`src/rtl/l1_ld_fill_ctrl_if.sv`:
```
// l1_ld_fill_ctrl_if
// Bundles the handshake and bus signals of the L1 load-miss line fill
// controller so that the controller and its environment share one port.
//
// Signals (direction seen from the controller, modport "slave"):
//   MEM_READY  in   data memory init complete, writes permitted when high
//   REQ_VAL    in   fill request from the miss handler
//   REQ_ADDR   in   missing word address, low BW bits are the critical offset
//   REQ_RDY    out  controller accepts a request
//   BEAT_VAL   in   refill beat valid from next-level memory
//   BEAT_DATA  in   refill beat data, critical word first
//   BEAT_RDY   out  controller accepts a beat
//   WEN        out  data memory write enable
//   WADDR      out  data memory write address
//   WDATA      out  data memory write data
//   CRIT_VAL   out  one-cycle pulse carrying the critical word to the core
//   CRIT_DATA  out  critical word data
//   FILL_DONE  out  one-cycle pulse after the last line word is written
// The "master" modport is the mirror image, used by whatever drives the
// controller (miss handler / refill path / testbench).
interface l1_ld_fill_ctrl_if #(
  parameter int WIDTH = 32,
  parameter int AW    = 10
);
  logic             MEM_READY;
  logic             REQ_VAL;
  logic [AW-1:0]    REQ_ADDR;
  logic             REQ_RDY;
  logic             BEAT_VAL;
  logic [WIDTH-1:0] BEAT_DATA;
  logic             BEAT_RDY;
  logic             WEN;
  logic [AW-1:0]    WADDR;
  logic [WIDTH-1:0] WDATA;
  logic             CRIT_VAL;
  logic [WIDTH-1:0] CRIT_DATA;
  logic             FILL_DONE;

  modport master (
    output MEM_READY, REQ_VAL, REQ_ADDR, BEAT_VAL, BEAT_DATA,
    input  REQ_RDY, BEAT_RDY, WEN, WADDR, WDATA, CRIT_VAL, CRIT_DATA, FILL_DONE
  );

  modport slave (
    input  MEM_READY, REQ_VAL, REQ_ADDR, BEAT_VAL, BEAT_DATA,
    output REQ_RDY, BEAT_RDY, WEN, WADDR, WDATA, CRIT_VAL, CRIT_DATA, FILL_DONE
  );
endinterface

```
`src/rtl/l1_ld_fill_ctrl.sv`:
```
// l1_ld_fill_ctrl
// L1 data cache load-miss line fill controller. Accepts one fill request,
// then writes BEATS refill beats into the data memory starting at the
// critical word and wrapping within the line. The first beat is also
// forwarded to the core as the critical word.
//
// Ports:
//   CLK  single clock, all state updates on its rising edge
//   RST  synchronous active-high reset
//   bus  l1_ld_fill_ctrl_if.slave (request, refill beat, memory write,
//        critical word and fill-done signals)
//
// Parameters:
//   WIDTH  data word width in bits
//   DEPTH  data memory depth in words, AW = $clog2(DEPTH)
//   BEATS  words per line (power of 2, at least 2), BW = $clog2(BEATS)
module l1_ld_fill_ctrl #(
  parameter int WIDTH = 32,
  parameter int DEPTH = 1024,
  parameter int BEATS = 4
) (
  input  logic              CLK,
  input  logic              RST,
  l1_ld_fill_ctrl_if.slave  bus
);

  localparam int AW = $clog2(DEPTH);
  localparam int BW = $clog2(BEATS);
  localparam logic [BW-1:0] LAST_BEAT = BW'(BEATS - 1);

  typedef enum logic [1:0] {
    INIT = 2'd0,
    IDLE = 2'd1,
    FILL = 2'd2,
    DONE = 2'd3
  } state_t;

  state_t           state;
  state_t           next_state;

  logic             mem_ready_q;
  logic [BW-1:0]    cnt;
  logic [BW-1:0]    offset;
  logic [AW-1:0]    base;
  logic [BW-1:0]    line_idx;

  logic             wen_q;
  logic [AW-1:0]    waddr_q;
  logic [WIDTH-1:0] wdata_q;
  logic             crit_val_q;
  logic [WIDTH-1:0] crit_data_q;
  logic             fill_done_q;

  logic             req_rdy;
  logic             beat_rdy;
  logic             req_acc;
  logic             beat_acc;
  logic             fill_done_d;

  // Offset + beat count in BW bits wraps inside the line by construction.
  assign line_idx = offset + cnt;

  always_ff @(posedge CLK) begin
    if (RST) begin
      state <= INIT;
    end else begin
      state <= next_state;
    end
  end

  // DONE lasts two cycles: the first carries the final write (registered
  // from the last acceptance), the second carries FILL_DONE. Leaving DONE
  // only after FILL_DONE puts REQ_RDY one cycle behind the pulse.
  // INIT waits on the registered MEM_READY sample, so IDLE is reached two
  // cycles after MEM_READY rises.
  always_comb begin
    next_state  = state;
    req_rdy     = 1'b0;
    beat_rdy    = 1'b0;
    req_acc     = 1'b0;
    beat_acc    = 1'b0;
    fill_done_d = 1'b0;
    case (state)
      INIT: begin
        if (mem_ready_q) begin
          next_state = IDLE;
        end
      end
      IDLE: begin
        req_rdy = 1'b1;
        if (bus.REQ_VAL) begin
          req_acc    = 1'b1;
          next_state = FILL;
        end
      end
      FILL: begin
        beat_rdy = 1'b1;
        if (bus.BEAT_VAL) begin
          beat_acc = 1'b1;
          if (cnt == LAST_BEAT) begin
            next_state = DONE;
          end
        end
      end
      DONE: begin
        if (fill_done_q) begin
          next_state = IDLE;
        end else begin
          fill_done_d = 1'b1;
        end
      end
      default: begin
        next_state = INIT;
      end
    endcase
  end

  // Request capture, beat counting and the registered write / critical
  // word outputs. WADDR, WDATA and CRIT_DATA hold their last value when
  // no write is in progress.
  always_ff @(posedge CLK) begin
    if (RST) begin
      mem_ready_q <= 1'b0;
      cnt         <= '0;
      offset      <= '0;
      base        <= '0;
      wen_q       <= 1'b0;
      waddr_q     <= '0;
      wdata_q     <= '0;
      crit_val_q  <= 1'b0;
      crit_data_q <= '0;
      fill_done_q <= 1'b0;
    end else begin
      mem_ready_q <= bus.MEM_READY;
      wen_q       <= beat_acc;
      crit_val_q  <= beat_acc && (cnt == '0);
      fill_done_q <= fill_done_d;
      if (req_acc) begin
        base   <= {bus.REQ_ADDR[AW-1:BW], {BW{1'b0}}};
        offset <= bus.REQ_ADDR[BW-1:0];
        cnt    <= '0;
      end
      if (beat_acc) begin
        cnt     <= cnt + 1'b1;
        waddr_q <= base | {{(AW-BW){1'b0}}, line_idx};
        wdata_q <= bus.BEAT_DATA;
        if (cnt == '0) begin
          crit_data_q <= bus.BEAT_DATA;
        end
      end
    end
  end

  assign bus.REQ_RDY   = req_rdy;
  assign bus.BEAT_RDY  = beat_rdy;
  assign bus.WEN       = wen_q;
  assign bus.WADDR     = waddr_q;
  assign bus.WDATA     = wdata_q;
  assign bus.CRIT_VAL  = crit_val_q;
  assign bus.CRIT_DATA = crit_data_q;
  assign bus.FILL_DONE = fill_done_q;

endmodule

```
`src/flat_wrapper.sv`:
```
// flat-port wrapper written by rule: the top's interface ports become plain ports
module l1_ld_fill_ctrl_flat 
#(
  parameter int WIDTH = 32,
  parameter int DEPTH = 1024,
  parameter int BEATS = 4
)
  (CLK, RST, bus_MEM_READY, bus_REQ_VAL, bus_REQ_ADDR, bus_BEAT_VAL, bus_BEAT_DATA, bus_REQ_RDY, bus_BEAT_RDY, bus_WEN, bus_WADDR, bus_WDATA, bus_CRIT_VAL, bus_CRIT_DATA, bus_FILL_DONE);
  l1_ld_fill_ctrl_if #(.WIDTH(WIDTH), .AW((10))) bus_i ();
  input  logic CLK;
  input  logic RST;
  input wire logic [$bits(bus_i.MEM_READY)-1:0] bus_MEM_READY;
  input wire logic [$bits(bus_i.REQ_VAL)-1:0] bus_REQ_VAL;
  input wire logic [$bits(bus_i.REQ_ADDR)-1:0] bus_REQ_ADDR;
  input wire logic [$bits(bus_i.BEAT_VAL)-1:0] bus_BEAT_VAL;
  input wire logic [$bits(bus_i.BEAT_DATA)-1:0] bus_BEAT_DATA;
  output wire logic [$bits(bus_i.REQ_RDY)-1:0] bus_REQ_RDY;
  output wire logic [$bits(bus_i.BEAT_RDY)-1:0] bus_BEAT_RDY;
  output wire logic [$bits(bus_i.WEN)-1:0] bus_WEN;
  output wire logic [$bits(bus_i.WADDR)-1:0] bus_WADDR;
  output wire logic [$bits(bus_i.WDATA)-1:0] bus_WDATA;
  output wire logic [$bits(bus_i.CRIT_VAL)-1:0] bus_CRIT_VAL;
  output wire logic [$bits(bus_i.CRIT_DATA)-1:0] bus_CRIT_DATA;
  output wire logic [$bits(bus_i.FILL_DONE)-1:0] bus_FILL_DONE;
  assign bus_i.MEM_READY = bus_MEM_READY;
  assign bus_i.REQ_VAL = bus_REQ_VAL;
  assign bus_i.REQ_ADDR = bus_REQ_ADDR;
  assign bus_i.BEAT_VAL = bus_BEAT_VAL;
  assign bus_i.BEAT_DATA = bus_BEAT_DATA;
  assign bus_REQ_RDY = bus_i.REQ_RDY;
  assign bus_BEAT_RDY = bus_i.BEAT_RDY;
  assign bus_WEN = bus_i.WEN;
  assign bus_WADDR = bus_i.WADDR;
  assign bus_WDATA = bus_i.WDATA;
  assign bus_CRIT_VAL = bus_i.CRIT_VAL;
  assign bus_CRIT_DATA = bus_i.CRIT_DATA;
  assign bus_FILL_DONE = bus_i.FILL_DONE;
  l1_ld_fill_ctrl #(.WIDTH(WIDTH), .DEPTH(DEPTH), .BEATS(BEATS)) u_core (.CLK(CLK), .RST(RST), .bus(bus_i));
endmodule
```
`config.mk`:
```
export PLATFORM = sky130hd
export DESIGN_NAME = l1_ld_fill_ctrl_flat
export DESIGN_NICKNAME = d
export VERILOG_FILES = /design/src/rtl/l1_ld_fill_ctrl_if.sv /design/src/rtl/l1_ld_fill_ctrl.sv /design/src/flat_wrapper.sv
export SDC_FILE = /design/constraint.sdc
export NUM_CORES = 1
export LEC_CHECK = 0
export BUFFER_PORTS_ARGS = -buffer_cell sky130_fd_sc_hd__buf_2
export CAP_MARGIN = 20
export CORE_MARGIN = 2
export CORE_UTILIZATION = 50
export CTS_CLUSTER_DIAMETER = 60
export CTS_CLUSTER_SIZE = 8
export DETAILED_ROUTE_END_ITERATION = 6
export GPL_ROUTABILITY_DRIVEN = 0
export HOLD_SLACK_MARGIN = 0.12
export PLACE_DENSITY = 0.82
export RECOVER_POWER = 25
export SYNTH_ARGS = -nofsm -noshare
export SYNTH_HDL_FRONTEND = slang
export SYNTH_SLANG_ARGS = --single-unit
```
`constraint.sdc`:
```
create_clock -name CLK -period 4.9 [get_ports CLK]
set_input_delay 0.98 -clock CLK [delete_from_list [all_inputs] [get_ports CLK]]
set_output_delay 0.98 -clock CLK [all_outputs]
set_load 0.01 [all_outputs]
```
======== Yosys cells after proc, flatten, opt, wreduce, memory -nomap -nowiden ========
Index checks and enable logic that the tools add are counted.
storage, ports and cells
  register bits ........................... 92
  input bits .............................. 47
  output and inout bits ................... 79
  word-level logic and storage cells ...... 46
operators by class
  add/subtract/negate cells ............... 2
  equal/unequal tests ..................... 9
  multiplexer cells ....................... 15
  bitwise logic cells ..................... 2
  reductions and logical operators ........ 7
operator list
  cell                                                             count
  2-bit two-way mux                                                7
  10-bit by 2-bit bitwise OR with 10-bit output                    1
  2-bit one-hot mux with 4 select lines                            1
  1-bit two-way mux                                                7
  2-bit == test, second input constant                             3
  2-bit by 1-bit != test with 1-bit output, second input constant  3
  5-bit AND reduction                                              1
  2-bit logical NOT                                                2
  2-bit != test, second input constant                             2
  2-bit by 1-bit adder with 2-bit output, second input constant    1
  2-bit adder                                                      1
  2-bit by 1-bit == test with 1-bit output, second input constant  1
  2-bit AND reduction                                              1
  2-bit nonzero test                                               1
  2-bit OR reduction                                               1
  1-bit logical AND                                                1
  1-bit inverter                                                   1

======== Logic depth before layout (Yosys ltp) ========
  depth after elaboration ................. 4
  mapped depth ............................ 7
  gate-level depth less buffers ........... 5

======== Worst setup path before layout ========
No wires, ideal clock.
  kind .................................... input-to-reg
  start ................................... in bus_BEAT_VAL
  end ..................................... reg u_core.state[0]
  library setup time ...................... 0.123 ns
  arrival time ............................ 1.745 ns
  data required time ...................... 4.777 ns
  setup slack ............................. 3.031 ns
  stages .................................. 3
  buffers on the path ..................... 0
  path through ............................ a21boi_1 > a2111oi_4 > mux2_1
between the ends
  cells in the longest elaborated chain, start to end .. 2
ends and longest elaborated chain
  element                               RTL line               RTL
  from (decl)                           flat_wrapper.sv:15     input wire logic [$bits(bus_i.BEAT_VAL)-1:0] bus_BEAT_VAL;
  2-bit != test (no source line)        n/a
  5-bit AND reduction (no source line)  n/a
  to (signal assigned)                  l1_ld_fill_ctrl.sv:67  state <= next_state;
  to (decl)                             l1_ld_fill_ctrl.sv:38  state_t state;
Every way passes these cells.
A chain may end at the register's enable or synchronous reset.

======== Worst setup path after layout ========
  start ................................... in bus_BEAT_VAL
  end ..................................... reg u_core.crit_data_q[19] (netlist: u_core.bus.CRIT_DATA[19])
between the ends
  cells in the longest elaborated chain, start to end .. 3
ends and longest elaborated chain
  element                               RTL line                RTL
  1-bit two-way mux                     l1_ld_fill_ctrl.sv:98   if (bus.BEAT_VAL) begin
  1-bit two-way mux                     l1_ld_fill_ctrl.sv:83   case (state)
  2-bit AND reduction (no source line)  n/a
  to (signal assigned)                  l1_ld_fill_ctrl.sv:148  crit_data_q <= bus.BEAT_DATA;
  to (decl)                             l1_ld_fill_ctrl.sv:51   logic [WIDTH-1:0] crit_data_q;
Every way passes these cells.

==> flow_summary.ini <==
[timing]
slew_violations = 46
fin_skew_ps = 5.829
rsz0062_at_grt = no
tns_ps = 0
setup_viol = 0
fmax_ghz = 0.3276
finalHoldViolations = 0
fin_ws_ps = 1847
relSlewSlack_pct = -2.450
worst_pin_slew_ps = 1533
period_minus_slack_ps = 3053
layout_worst_path_cycle_share_pct = 62.30

[power]
total_power_uw = 1683
p_leak_uw = 0.001705
peakVddDrop_mv = 0.3617
power_density_nw_per_um2 = 421.8

[floorplan]
rows = 29
die_h_um = 84.35
core-area_um2 = 6314
die_w_um = 84.35
start_util_pct = 51.13
dieArea_um2 = 7115
ios = 126

[cells_and_area]
post-route-util_pct = 63.20
nets = 512
drive_gt1_share_pct = 24.89
syn2layout_area_growth_pct = 23.60
antenna_cells = 0

[synthesis]
synth_seq_cells = 92
synthFlopType = dfxtp_1
syn-num-nets = 398
syn-instance-count = 343
yosysWarningCount = 0
seq_area_frac_synth_pct = 57.05
synth_cell_type_count = 25
synth_edf_count = 0
async_flop_share_pct = 0
synth_area_um2 = 3228
avgSynthCellArea_um2 = 9.411

[drt]
vias = 2710
drtIter0Drc = 112
drtAntennaViolNets = 0
routed_wl_um = 7445
dr.pass1.iters = 4
viasPerCell = 5.028
route.detailed.drc = 0
wl_per_cell_um = 13.81

[worst_hold_path]
hp-class = flop to flop

[placed_design]
pre_cts_slack_ps = 2058
numPortBuffers = 125
hpwl_um = 5183

[critical_path]
arrival_ps = 3330
critPathKind = primary input to flop
end_kind = flop
cp-start-kind = primary input
crit_required_ps = 5180
path_max_fanout = 45

[clock_network]
htree_levels = 3
postCtsResizedCells = 0
cts_made_buffers = 9
post_cts_buffers = 0
cts_tree = yes
clockBufferDepth = 2
cts_sinks = 92
clk_latency_ps = 340
path_clk_slew_ps = 80
cts_hold_buf = 0
root_buffer = clkbuf_8

[job]
maxCapViolations = 1

[global_route]
grt_pass1_vias = 2493
grt_max_degree = 63
antenna_found_initial = 0
grt_overflow_total = 0
grt_pass1_wl_um = 11530
track_usage_pct = 20.22

[run_status]
failed_checks = max-capacitance violations, max-slew violations
status = finished with violations
kinds of logic (layout without fill, tap and decap cells):
kind of cell / after synthesis / in the layout / synth area share [%]
xor gates and xnor gates: 2 / 2 / 0.5427
and+or+nand+nor: 121 / 121 / 15.43
DFF: 92 / 92 / 57.05
AOI/OAI and AO/OA: 89 / 89 / 18.72
muxes: 2 / 2 / 0.6589
buffers and inverters: 29 / 148 / 4.496
adders and majority gates: 8 / 8 / 3.101
final cells by class:
class,instances,area (um2)
tap,77,96.34
clock inverter,1,5.005
timing repair buffer,127,611.8
multi-input combinational,222,1240
inverter,5,18.77
fill,569,2323
clock buffer,15,176.4
sequential,92,1842
synth_stat cells (2+ instances only):
master / instances / share of area, %
ha_1: 8 / 3.1
inv_1: 5 / 0.58
a22o_1: 32 / 8.7
xnor2_1: 2 / 0.54
and2_1: 2 / 0.39
nand2_1: 105 / 12
nor2_1: 3 / 0.35
buf_4: 3 / 0.70
nor2b_1: 4 / 0.78
a21oi_1: 53 / 8.2
dfxtp_1: 92 / 57
nand3_1: 2 / 0.31
clkbuf_1: 6 / 0.70
nand2b_1: 2 / 0.39
buf_2: 14 / 2.2
layer usage:
metal  GRT usage (%)  routed length [um]
met1           24.95                3162
met2           33.69                3589
met3           5.113                 556
met4           8.658                 136
met5               0                   0
worst max-delay path, stage by stage:
cell and delay, ps:
buf_2 100, nand2_1 850, nor3b_4 990, buf_8 250, a22o_1 150
path summary, 6_finish.rpt:
check | from | to | slack (ps) | cells past startpoint
worst max-delay path | bus_BEAT_VAL | u_core.bus.CRIT_DATA[19] | 1850 | 5
worst min-delay path | u_core.base[5] | u_core.bus.WADDR[5] | 460 | 2
worst max register to register | u_core.state[0] | u_core.bus.CRIT_DATA[19] | 1880 | 6
worst min register to register | u_core.base[5] | u_core.bus.WADDR[5] | 460 | 2
registers in the layout, summed over array words and instances (netlist names), 2 cells and up:
register and count:
u_core.cnt 2, u_core.bus.WDATA 32, u_core.offset 2, u_core.base 8, u_core.state 2, u_core.bus.CRIT_DATA 32, u_core.bus.WADDR 10
cell usage in the layout (no fill, tap or decap), types with 2 or more instances in the layout:
cell	n
nand2_1	106
buf_2	96
dfxtp_1	92
a21oi_1	53
a22o_1	32
clkbuf_1	32
clkbuf_8	12
ha_1	8
inv_1	5
nor2b_1	4
nor2_1	3
xnor2_1	2
nand2b_1	2
nand3_1	2
where the power goes:
group          switching (uW)  leakage [uW]  total (uW)  internal [uW]
clock network             241     0.0000937         468            227
logic                     211      0.000868         351            140
registers                43.9      0.000743         864            820
stage by stage:
| step | hold WS (ps) | cell area (um2) | std cells |
|---|---|---|---|
| global route | 475.8 | 3990 | 539 |
| global placement | 437.5 | 3832 | 522 |
| finish | 457.0 | 3990 | 539 |
| floorplan | 432.1 | 3228 | 343 |
| detailed placement | 443.7 | 3847 | 523 |
| CTS | 454.4 | 4029 | 539 |
No activity file was read; power rests on OpenSTA's default activity.
